### src/rtl/lcd_char_controller_if.sv
// rtl/lcd_char_controller_if.sv - client-side character write handshake between sequencer and LCD controller
`timescale 1ns/1ps

interface lcd_char_controller_if;
  logic       I_WRITE_START;
  logic [7:0] I_DISPLAY_DATA;
  logic       O_INIT_DONE;
  logic       O_WRITE_DONE;

  modport master (
    output I_WRITE_START,
    output I_DISPLAY_DATA,
    input  O_INIT_DONE,
    input  O_WRITE_DONE
  );

  modport slave (
    input  I_WRITE_START,
    input  I_DISPLAY_DATA,
    output O_INIT_DONE,
    output O_WRITE_DONE
  );
endinterface

### src/rtl/lcd_char_controller.sv
// rtl/lcd_char_controller.sv - HD44780 8-bit bus controller: power-up init then one character per handshake
// Optional macro LCD_LINE_WRAP_EN: track column and insert 0xC0 / 0x80 address commands on line wrap.
`timescale 1ns/1ps

module lcd_char_controller #(
  parameter int POWERUP_CYCLES    = 750000,
  parameter int ENABLE_CYCLES     = 25,
  parameter int CMD_WAIT_CYCLES   = 2500,
  parameter int CLEAR_WAIT_CYCLES = 82000
) (
  input  logic                  I_CLK,
  input  logic                  I_RST_N,
  lcd_char_controller_if.slave  bus,
  output logic [7:0]            O_LCD_DATA,
  output logic                  O_LCD_RS,
  output logic                  O_LCD_RW,
  output logic                  O_LCD_E
);

  localparam int MAX_A      = (POWERUP_CYCLES > ENABLE_CYCLES) ? POWERUP_CYCLES : ENABLE_CYCLES;
  localparam int MAX_B      = (CMD_WAIT_CYCLES > CLEAR_WAIT_CYCLES) ? CMD_WAIT_CYCLES : CLEAR_WAIT_CYCLES;
  localparam int MAX_CYCLES = (MAX_A > MAX_B) ? MAX_A : MAX_B;
  localparam int TW         = $clog2(MAX_CYCLES + 1);

  typedef logic [TW-1:0] timer_t;

  localparam timer_t T_POWERUP = timer_t'(POWERUP_CYCLES);
  localparam timer_t T_ENABLE  = timer_t'(ENABLE_CYCLES);
  localparam timer_t T_CMD     = timer_t'(CMD_WAIT_CYCLES);
  localparam timer_t T_CLEAR   = timer_t'(CLEAR_WAIT_CYCLES);
  localparam timer_t T_ONE     = timer_t'(1);

  typedef enum logic [2:0] {
    S_POWERUP,
    S_SETUP,
    S_PULSE,
    S_WAIT,
    S_IDLE,
    S_DONE
  } state_t;

  state_t     state_q;
  timer_t     timer_q;
  logic [7:0] data_q;
  logic       rs_q;
  logic       e_q;
  logic       init_done_q;
  logic       write_done_q;
  logic [2:0] cmd_idx_q;
`ifdef LCD_LINE_WRAP_EN
  logic [4:0] col_q;
  logic       wrapped_q;
  logic       pending_q;
  logic [7:0] char_q;
`endif

  function automatic logic [7:0] init_cmd(input logic [2:0] idx);
    case (idx)
      3'd0, 3'd1, 3'd2: init_cmd = 8'h38;
      3'd3:             init_cmd = 8'h0C;
      3'd4:             init_cmd = 8'h01;
      3'd5:             init_cmd = 8'h06;
      default:          init_cmd = 8'h00;
    endcase
  endfunction

  // Every phase lasts the loaded count of cycles; leaving happens on the edge where timer_q is 1.
  always_ff @(posedge I_CLK or negedge I_RST_N) begin
    if (!I_RST_N) begin
      state_q      <= S_POWERUP;
      timer_q      <= T_POWERUP;
      data_q       <= 8'h00;
      rs_q         <= 1'b0;
      e_q          <= 1'b0;
      init_done_q  <= 1'b0;
      write_done_q <= 1'b0;
      cmd_idx_q    <= 3'd0;
`ifdef LCD_LINE_WRAP_EN
      col_q        <= 5'd0;
      wrapped_q    <= 1'b0;
      pending_q    <= 1'b0;
      char_q       <= 8'h00;
`endif
    end else begin
      write_done_q <= 1'b0;
      case (state_q)
        S_POWERUP: begin
          if (timer_q <= T_ONE) begin
            state_q   <= S_SETUP;
            data_q    <= init_cmd(3'd0);
            rs_q      <= 1'b0;
            cmd_idx_q <= 3'd0;
          end else begin
            timer_q <= timer_q - T_ONE;
          end
        end
        S_SETUP: begin
          state_q <= S_PULSE;
          e_q     <= 1'b1;
          timer_q <= T_ENABLE;
        end
        S_PULSE: begin
          if (timer_q <= T_ONE) begin
            state_q <= S_WAIT;
            e_q     <= 1'b0;
            timer_q <= (!rs_q && data_q == 8'h01) ? T_CLEAR : T_CMD;
          end else begin
            timer_q <= timer_q - T_ONE;
          end
        end
        S_WAIT: begin
          if (timer_q > T_ONE) begin
            timer_q <= timer_q - T_ONE;
          end else if (!init_done_q) begin
            if (cmd_idx_q == 3'd5) begin
              state_q     <= S_IDLE;
              init_done_q <= 1'b1;
            end else begin
              state_q   <= S_SETUP;
              cmd_idx_q <= cmd_idx_q + 3'd1;
              data_q    <= init_cmd(cmd_idx_q + 3'd1);
            end
`ifdef LCD_LINE_WRAP_EN
          end else if (pending_q) begin
            // Address command finished; now run the character itself.
            state_q   <= S_SETUP;
            pending_q <= 1'b0;
            data_q    <= char_q;
            rs_q      <= 1'b1;
          end else begin
            state_q      <= S_DONE;
            write_done_q <= 1'b1;
            col_q        <= col_q + 5'd1;
            if (col_q == 5'd31) wrapped_q <= 1'b1;
          end
`else
          end else begin
            state_q      <= S_DONE;
            write_done_q <= 1'b1;
          end
`endif
        end
        S_IDLE: begin
          if (bus.I_WRITE_START) begin
            state_q <= S_SETUP;
`ifdef LCD_LINE_WRAP_EN
            char_q  <= bus.I_DISPLAY_DATA;
            if (col_q == 5'd16) begin
              data_q    <= 8'hC0;
              rs_q      <= 1'b0;
              pending_q <= 1'b1;
            end else if (col_q == 5'd0 && wrapped_q) begin
              data_q    <= 8'h80;
              rs_q      <= 1'b0;
              pending_q <= 1'b1;
              wrapped_q <= 1'b0;
            end else begin
              data_q <= bus.I_DISPLAY_DATA;
              rs_q   <= 1'b1;
            end
`else
            data_q  <= bus.I_DISPLAY_DATA;
            rs_q    <= 1'b1;
`endif
          end
        end
        S_DONE: begin
          state_q <= S_IDLE;
        end
        default: begin
          state_q <= S_POWERUP;
          timer_q <= T_POWERUP;
          e_q     <= 1'b0;
        end
      endcase
    end
  end

  assign O_LCD_DATA       = data_q;
  assign O_LCD_RS         = rs_q;
  assign O_LCD_RW         = 1'b0;
  assign O_LCD_E          = e_q;
  assign bus.O_INIT_DONE  = init_done_q;
  assign bus.O_WRITE_DONE = write_done_q;

endmodule

### src/flat_wrapper.sv
// flat-port wrapper written by rule: the top's interface ports become plain ports
module lcd_char_controller_flat 
#(
  parameter int POWERUP_CYCLES    = 750000,
  parameter int ENABLE_CYCLES     = 25,
  parameter int CMD_WAIT_CYCLES   = 2500,
  parameter int CLEAR_WAIT_CYCLES = 82000
)
  (I_CLK, I_RST_N, O_LCD_DATA, O_LCD_RS, O_LCD_RW, O_LCD_E, bus_I_WRITE_START, bus_I_DISPLAY_DATA, bus_O_INIT_DONE, bus_O_WRITE_DONE);
  lcd_char_controller_if bus_i ();
  input  logic I_CLK;
  input  logic I_RST_N;
  output logic [7:0] O_LCD_DATA;
  output logic O_LCD_RS;
  output logic O_LCD_RW;
  output logic O_LCD_E;
  input wire logic [$bits(bus_i.I_WRITE_START)-1:0] bus_I_WRITE_START;
  input wire logic [$bits(bus_i.I_DISPLAY_DATA)-1:0] bus_I_DISPLAY_DATA;
  output wire logic [$bits(bus_i.O_INIT_DONE)-1:0] bus_O_INIT_DONE;
  output wire logic [$bits(bus_i.O_WRITE_DONE)-1:0] bus_O_WRITE_DONE;
  assign bus_i.I_WRITE_START = bus_I_WRITE_START;
  assign bus_i.I_DISPLAY_DATA = bus_I_DISPLAY_DATA;
  assign bus_O_INIT_DONE = bus_i.O_INIT_DONE;
  assign bus_O_WRITE_DONE = bus_i.O_WRITE_DONE;
  lcd_char_controller #(.POWERUP_CYCLES(POWERUP_CYCLES), .ENABLE_CYCLES(ENABLE_CYCLES), .CMD_WAIT_CYCLES(CMD_WAIT_CYCLES), .CLEAR_WAIT_CYCLES(CLEAR_WAIT_CYCLES)) u_core (.I_CLK(I_CLK), .I_RST_N(I_RST_N), .bus(bus_i), .O_LCD_DATA(O_LCD_DATA), .O_LCD_RS(O_LCD_RS), .O_LCD_RW(O_LCD_RW), .O_LCD_E(O_LCD_E));
endmodule
### config.mk
export PLATFORM = sky130hd
export DESIGN_NAME = lcd_char_controller_flat
export DESIGN_NICKNAME = d
export VERILOG_FILES = /design/src/rtl/lcd_char_controller_if.sv /design/src/rtl/lcd_char_controller.sv /design/src/flat_wrapper.sv
export SDC_FILE = /design/constraint.sdc
export NUM_CORES = 1
export LEC_CHECK = 0
export CAP_MARGIN = 20
export CORE_MARGIN = 3
export CORE_UTILIZATION = 58
export DETAILED_ROUTE_END_ITERATION = 8
export MAX_ROUTING_LAYER = met4
export PLACE_DENSITY_LB_ADDON = 0.12
export REMOVE_ABC_BUFFERS = 1
export SLEW_MARGIN = 30
export SYNTH_ARGS = -nofsm -noshare
export SYNTH_HDL_FRONTEND = slang
export SYNTH_SLANG_ARGS = --single-unit
### constraint.sdc
create_clock -name I_CLK -period 2.9 [get_ports I_CLK]
set_input_delay 0.58 -clock I_CLK [delete_from_list [all_inputs] [get_ports I_CLK]]
set_output_delay 0.58 -clock I_CLK [all_outputs]
set_load 0.005 [all_outputs]
Yosys cells after proc, flatten, opt, wreduce, memory -nomap -nowiden --
Index checks and enable logic that the tools add are counted.
Storage, ports and cells: word-level logic and storage cells 85, input bits 11, flip-flop bits (word level) 38
Operators by class: bitwise operators 3, add/subtract/negate cells 2, eq/ne operators 20, mux-type cells 33, reductions and logical operators 17, magnitude comparators 2
Operators by type and width (number):
- 20-bit one-hot mux with 5 select lines | 1
- 20-bit two-way mux | 3
- 8-bit two-way mux | 5
- 3-bit two-way mux | 10
- 6-bit one-hot mux with 4 select lines | 1
- 8-bit one-hot mux with 3 select lines | 1
- 20-bit by 1-bit greater-than comparator with 1-bit output (second input constant) | 1
- 20-bit by 1-bit less-or-equal comparator with 1-bit output (second input constant) | 1
- 20-bit by 1-bit subtractor with 20-bit output (second input constant) | 1
- 3-bit one-hot mux with 6 select lines | 1
- 17-bit two-way mux | 1
- 3-bit equality test (second input constant) | 5
- 3-bit by 2-bit equality test with 1-bit output (second input constant) | 4
- 2-bit inequality test (second input constant) | 5
- 8-bit by 1-bit equality test with 1-bit output (second input constant) | 1
- 1-bit two-way mux | 7
- 3-bit by 1-bit equality test with 1-bit output (second input constant) | 2
- 3-bit zero test | 2
- 2-bit by 1-bit inequality test with 1-bit output (second input constant) | 3
- 3-bit one-hot mux with 2 select lines | 1
- 3-bit AND reduction | 2
- 6-bit AND reduction | 1
- 5-bit AND reduction | 1
- 2-bit AND reduction | 2
- other kinds (12) | 15

Longest topological paths before layout --
depth after elaboration 8, mapped depth 8, gate-level depth less buffers 7

Worst setup path before layout --
Ideal clock, no wire load.
path kind reg2reg, from register u_core.timer_q[0], to register u_core.data_q[0] (netlist: u_core.O_LCD_DATA[0]), setup slack 0.869 ns, buffers on the path 0, cell stages (with the launch flop) 8, arrival time 1.906 ns, clock period less this slack 2.031 ns, required time 2.775 ns, path through dfrtp_1 -> inv_1 -> ha_1 -> or2_2 -> nand3_2 -> nor4_2 -> a22oi_4 -> mux2_4
Between the ends: cells in the longest elaborated chain, start to end 3, elaborated cells on any way between the ends 5
Ends and longest elaborated chain:
- from (decl) | line lcd_char_controller.sv:43 | timer_t timer_q;
- from (signal assigned) | line lcd_char_controller.sv:94 | timer_q <= timer_q - T_ONE;
- from (signal assigned) | line lcd_char_controller.sv:106 | timer_q <= (!rs_q && data_q == 8'h01) ? T_CLEAR : T_CMD;
- from (signal assigned) | line lcd_char_controller.sv:108 | timer_q <= timer_q - T_ONE;
- 20-bit by 1-bit greater-than comparator with 1-bit output or 20-bit by 1-bit less-or-equal comparator with 1-bit output (tied branches) | line lcd_char_controller.sv:112, lcd_char_controller.sv:88
- 2-bit inequality test (no source line) or 2-bit by 1-bit inequality test with 1-bit output (tied branches)
- 6-bit AND reduction (no source line) *
- to (signal assigned) | line lcd_char_controller.sv:90 | data_q <= init_cmd(3'd0);
- to (signal assigned) | line lcd_char_controller.sv:121 | data_q <= init_cmd(cmd_idx_q + 3'd1);
- to (signal assigned) | line lcd_char_controller.sv:162 | data_q <= bus.I_DISPLAY_DATA;
- to (decl) | line lcd_char_controller.sv:44 | logic [7:0] data_q;
Every way passes the cells marked *; elsewhere a longest branch is shown, timed or not. A chain may end at the register's enable or synchronous reset.

Final worst setup path --
from register u_core.timer_q[0], to register u_core.timer_q[14]
Between the ends: cells in the longest elaborated chain, start to end 3, elaborated cells on any way between the ends 10
Ends and longest elaborated chain:
- 20-bit by 1-bit subtractor with 20-bit output (tied with other cells) | line lcd_char_controller.sv:94, lcd_char_controller.sv:108, lcd_char_controller.sv:113
- 20-bit two-way mux (tied with other cells) | line lcd_char_controller.sv:112 | if (timer_q > T_ONE) begin
- 20-bit one-hot mux with 5 select lines or 3-bit AND reduction (tied branches)
Several ways; a longest one is shown, not always the timed one. The select of a mux whose other input is x is not followed.

==> qor.txt <==
Ports: 24
Post-Route Utilization: 0.699
Initial core utilization: 0.621
Static Leak: 1.33 nW
Final hold vios: 0
Cts repair resizes: 0
Async set-reset flop share out of synthesis: 1.00
Count of input and output buffers: 22
Pin count of the biggest net entering global routing: 39
FF+latch count, synth: 38
Clock sinks: 38
Power density cells: 299 mW/mm^2
Routability Congestion: 0.923
RSZ-0062 raised after global routing: no
Max Fclk: 410 MHz
R2r worst-path depth: 7
Crit. End Element: register
Final setup vio count: 0
Vias in the first global route: 2389
Layout cells sized above 1: 0.172
Synth Instances: 309
Comb pwr share: 0.026
First-pass GRT wire length: 12000 um
Max_cap viols: 0
Core box area: 0.00447 mm^2
Reg2reg end: u_core.timer_q[14]$_DFFE_PN1P_
Mapped Area: 0.00278 mm^2
Area growth syn-to-layout: 12.5%
CTS tree: built
Post-Route WL: 7280 um
Post-synthesis simple-gate area fraction: 0.245
DP HPWL: 5250 um
Crit Path Class: register to register
Reg2reg start: u_core.timer_q[0]$_DFFE_PN0P_
Synth Area in Compound Gates: 0.264
Wire per inst: 19.0 um
N_diodes: 0
Sequential power share: 0.568
Gr usage total: 0.285
Initial antenna violation count: 0
Slew HR: 0.393
Main combinational cell family by area after synthesis: compound AO/OA/AOI/OAI gates
Seq/Total Area, Yosys: 0.347
Mean Syn Cell Area: 8.99 um^2
Post-synth EDFFs: 0
Sw frac: 0.215
Library cells used by synthesis: 68
DRT iter0 DRCs: 326
CTS Hold Bufs: 0
Worst EP arrival: 2.63 ns
Required @ worst endpoint: 3.09 ns
DIE AREA: 0.00566 mm^2
Hold WC Path Type: input port to async pin
Post-synthesis mux area share: 0.0360
Clk_lat worst skew: 0.29 ns
Yosys warns: 0
Pins Over Slew Limit: 0
CTS max path bufs: 2
R2R Setup Slk: 0.46 ns
Clock Tree Root: clkbuf_8
Post-CTS setup repair buffer count: 0
Worst Tran Pin Value: 0.910 ns
Via density: 6.90
DRC violation count after routing: 0
DIE HEIGHT: 75.2 um
Final net count: 348
CTS clock-pin slew for the worst setup and hold paths: 0.07 ns
Grt total ovfl: 0
Internal power: 0.733 mW
Clk_skew: 0.00287 ns
Ys flop type: dfrtp_1
Xor and xnor area share after synthesis: 0.0126
NetSw: 0.201 mW
Final setup TNS: 0 ns
Number of nets still failing antenna checks after routing: 0
Die Wd: 75.2 um
Inserted Clock Buffers: 5
Fin crit share: 0.841
Peak VDD IR: 0.297 mV
Clk pwr share: 0.406
Status: finished, final reports clean
CP max FO: 8
Rows: 24
Post-route cell area: 0.00313 mm^2
Post-Synth Adder-Cell Area: 0.0315
Htree depth: 2
Total iterations of the first detailed-routing run: 5
Fin crit period: 2.44 ns
Placed Area: 0.00303 mm^2
Worst setup SP type: register
Routed via count: 2644
state kept, by name, summed over array words and instances (netlist names):
name                     flops
u_core.bus.O_WRITE_DONE      1
u_core.O_LCD_DATA            8
u_core.cmd_idx_q             3
u_core.bus.O_INIT_DONE       1
u_core.O_LCD_RS              1
u_core.state_q               3
u_core.timer_q              20
u_core.O_LCD_E               1
worst max-delay path by stage:
stage / from / endpoint / cells after the start
floorplan: u_core.state_q[2]$_DFFE_PN0P_ / u_core.O_LCD_DATA[3]$_DFFE_PN0P_ / 5
global placement: u_core.timer_q[0]$_DFFE_PN0P_ / u_core.timer_q[14]$_DFFE_PN1P_ / 7
detailed placement: u_core.timer_q[0]$_DFFE_PN0P_ / u_core.timer_q[14]$_DFFE_PN1P_ / 7
CTS: u_core.timer_q[0]$_DFFE_PN0P_ / u_core.timer_q[14]$_DFFE_PN1P_ / 7
global route: u_core.timer_q[0]$_DFFE_PN0P_ / u_core.timer_q[14]$_DFFE_PN1P_ / 7
finish: u_core.timer_q[0]$_DFFE_PN0P_ / u_core.timer_q[14]$_DFFE_PN1P_ / 7
power by group through the flow:
stage               Combinational, mW  Sequential (mW)  Clock (mW)
floorplan                    0.000444            0.540           0
global placement               0.0247            0.540           0
detailed placement             0.0250            0.540           0
CTS                            0.0252            0.530       0.385
global route                   0.0271            0.530       0.410
finish                         0.0247            0.530       0.379
metal layers:
layer / share of wire / GRT usage / vias to the layer above
met5: 0 / - / -
met1: 0.46 / 0.413 / 1261
met3: 0.091 / 0.0881 / 21
met4: 0.023 / 0.0835 / 0
met2: 0.43 / 0.381 / 143
li1: - / - / 1219
Yosys cell counts, types with 9 or more instances:
cell type	number	area share
dfrtp_1	28	0.25
nor2_1	20	0.027
clkbuf_1	9	0.012
dfstp_2	10	0.095
a211oi_1	10	0.027
o21ai_0	10	0.018
inv_1	15	0.020
nor3_1	12	0.022
nand3_1	10	0.018
a31oi_1	9	0.020
nand2_1	18	0.024
a21oi_1	25	0.045
stage by stage:
stage | worst slack (ns) | std cells | power (mW) | hold WS [ns]
2_1_floorplan | 0.308 | 289 | 0.541 | 0.284
3_3_place_gp | 0.590 | 375 | 0.565 | 0.498
3_5_place_dp | 0.512 | 375 | 0.565 | 0.501
4_1_cts | 0.478 | 383 | 0.940 | 0.439
5_1_grt | 0.353 | 383 | 0.968 | 0.455
6_report | 0.461 | 383 | 0.934 | 0.417
logic make-up (layout without fill, tap and decap cells):
group,Yosys count,after routing
multiplexers,8,8
XOR/XNOR,4,4
AND/OR/NAND/NOR,114,114
other,1,1
adder cells (fa/ha/maj),7,7
AO/OA/AOI/OAI,101,101
buffers and inverters,36,58
flip-flops,38,38
final cells by class:
type,count,area (um^2)
Inverter,16,60.1
Clock buffer,7,86.3
Sequential cell,38,963
Clock inverter,1,5.00
Timing Repair Buffer,34,305
Fill cell,347,1350
Tap cell,52,65.1
Multi-Input combinational cell,235,1640
worst max-delay path, stage by stage, from the launching register on:
cell and delay [ns]:
dfrtp_1 0.41, inv_1 0.13, ha_1 0.28, or3b_2 0.52, nor3_2 0.41, and3_2 0.25, nor4_1 0.04, a211oi_1 0.28
cell usage in the layout, fill, tap and decap left out, types with 6 or more instances in the layout:
cell type / synthesis / routed
dfrtp_1: 28 / 28
a21oi_1: 25 / 25
clkdlybuf4s50_1: 0 / 21
nor2_1: 20 / 20
nand2_1: 18 / 18
inv_1: 15 / 15
nor3_1: 12 / 12
buf_4: 5 / 12
o21ai_0: 10 / 10
nand3_1: 10 / 10
a211oi_1: 10 / 10
dfstp_2: 10 / 10
a31oi_1: 9 / 9
o31ai_1: 8 / 8
ha_1: 7 / 7
or3_1: 6 / 6
nand4_1: 6 / 6
nor2b_1: 6 / 6
clkbuf_8: 0 / 6
(Power assumes the default switching activity.)
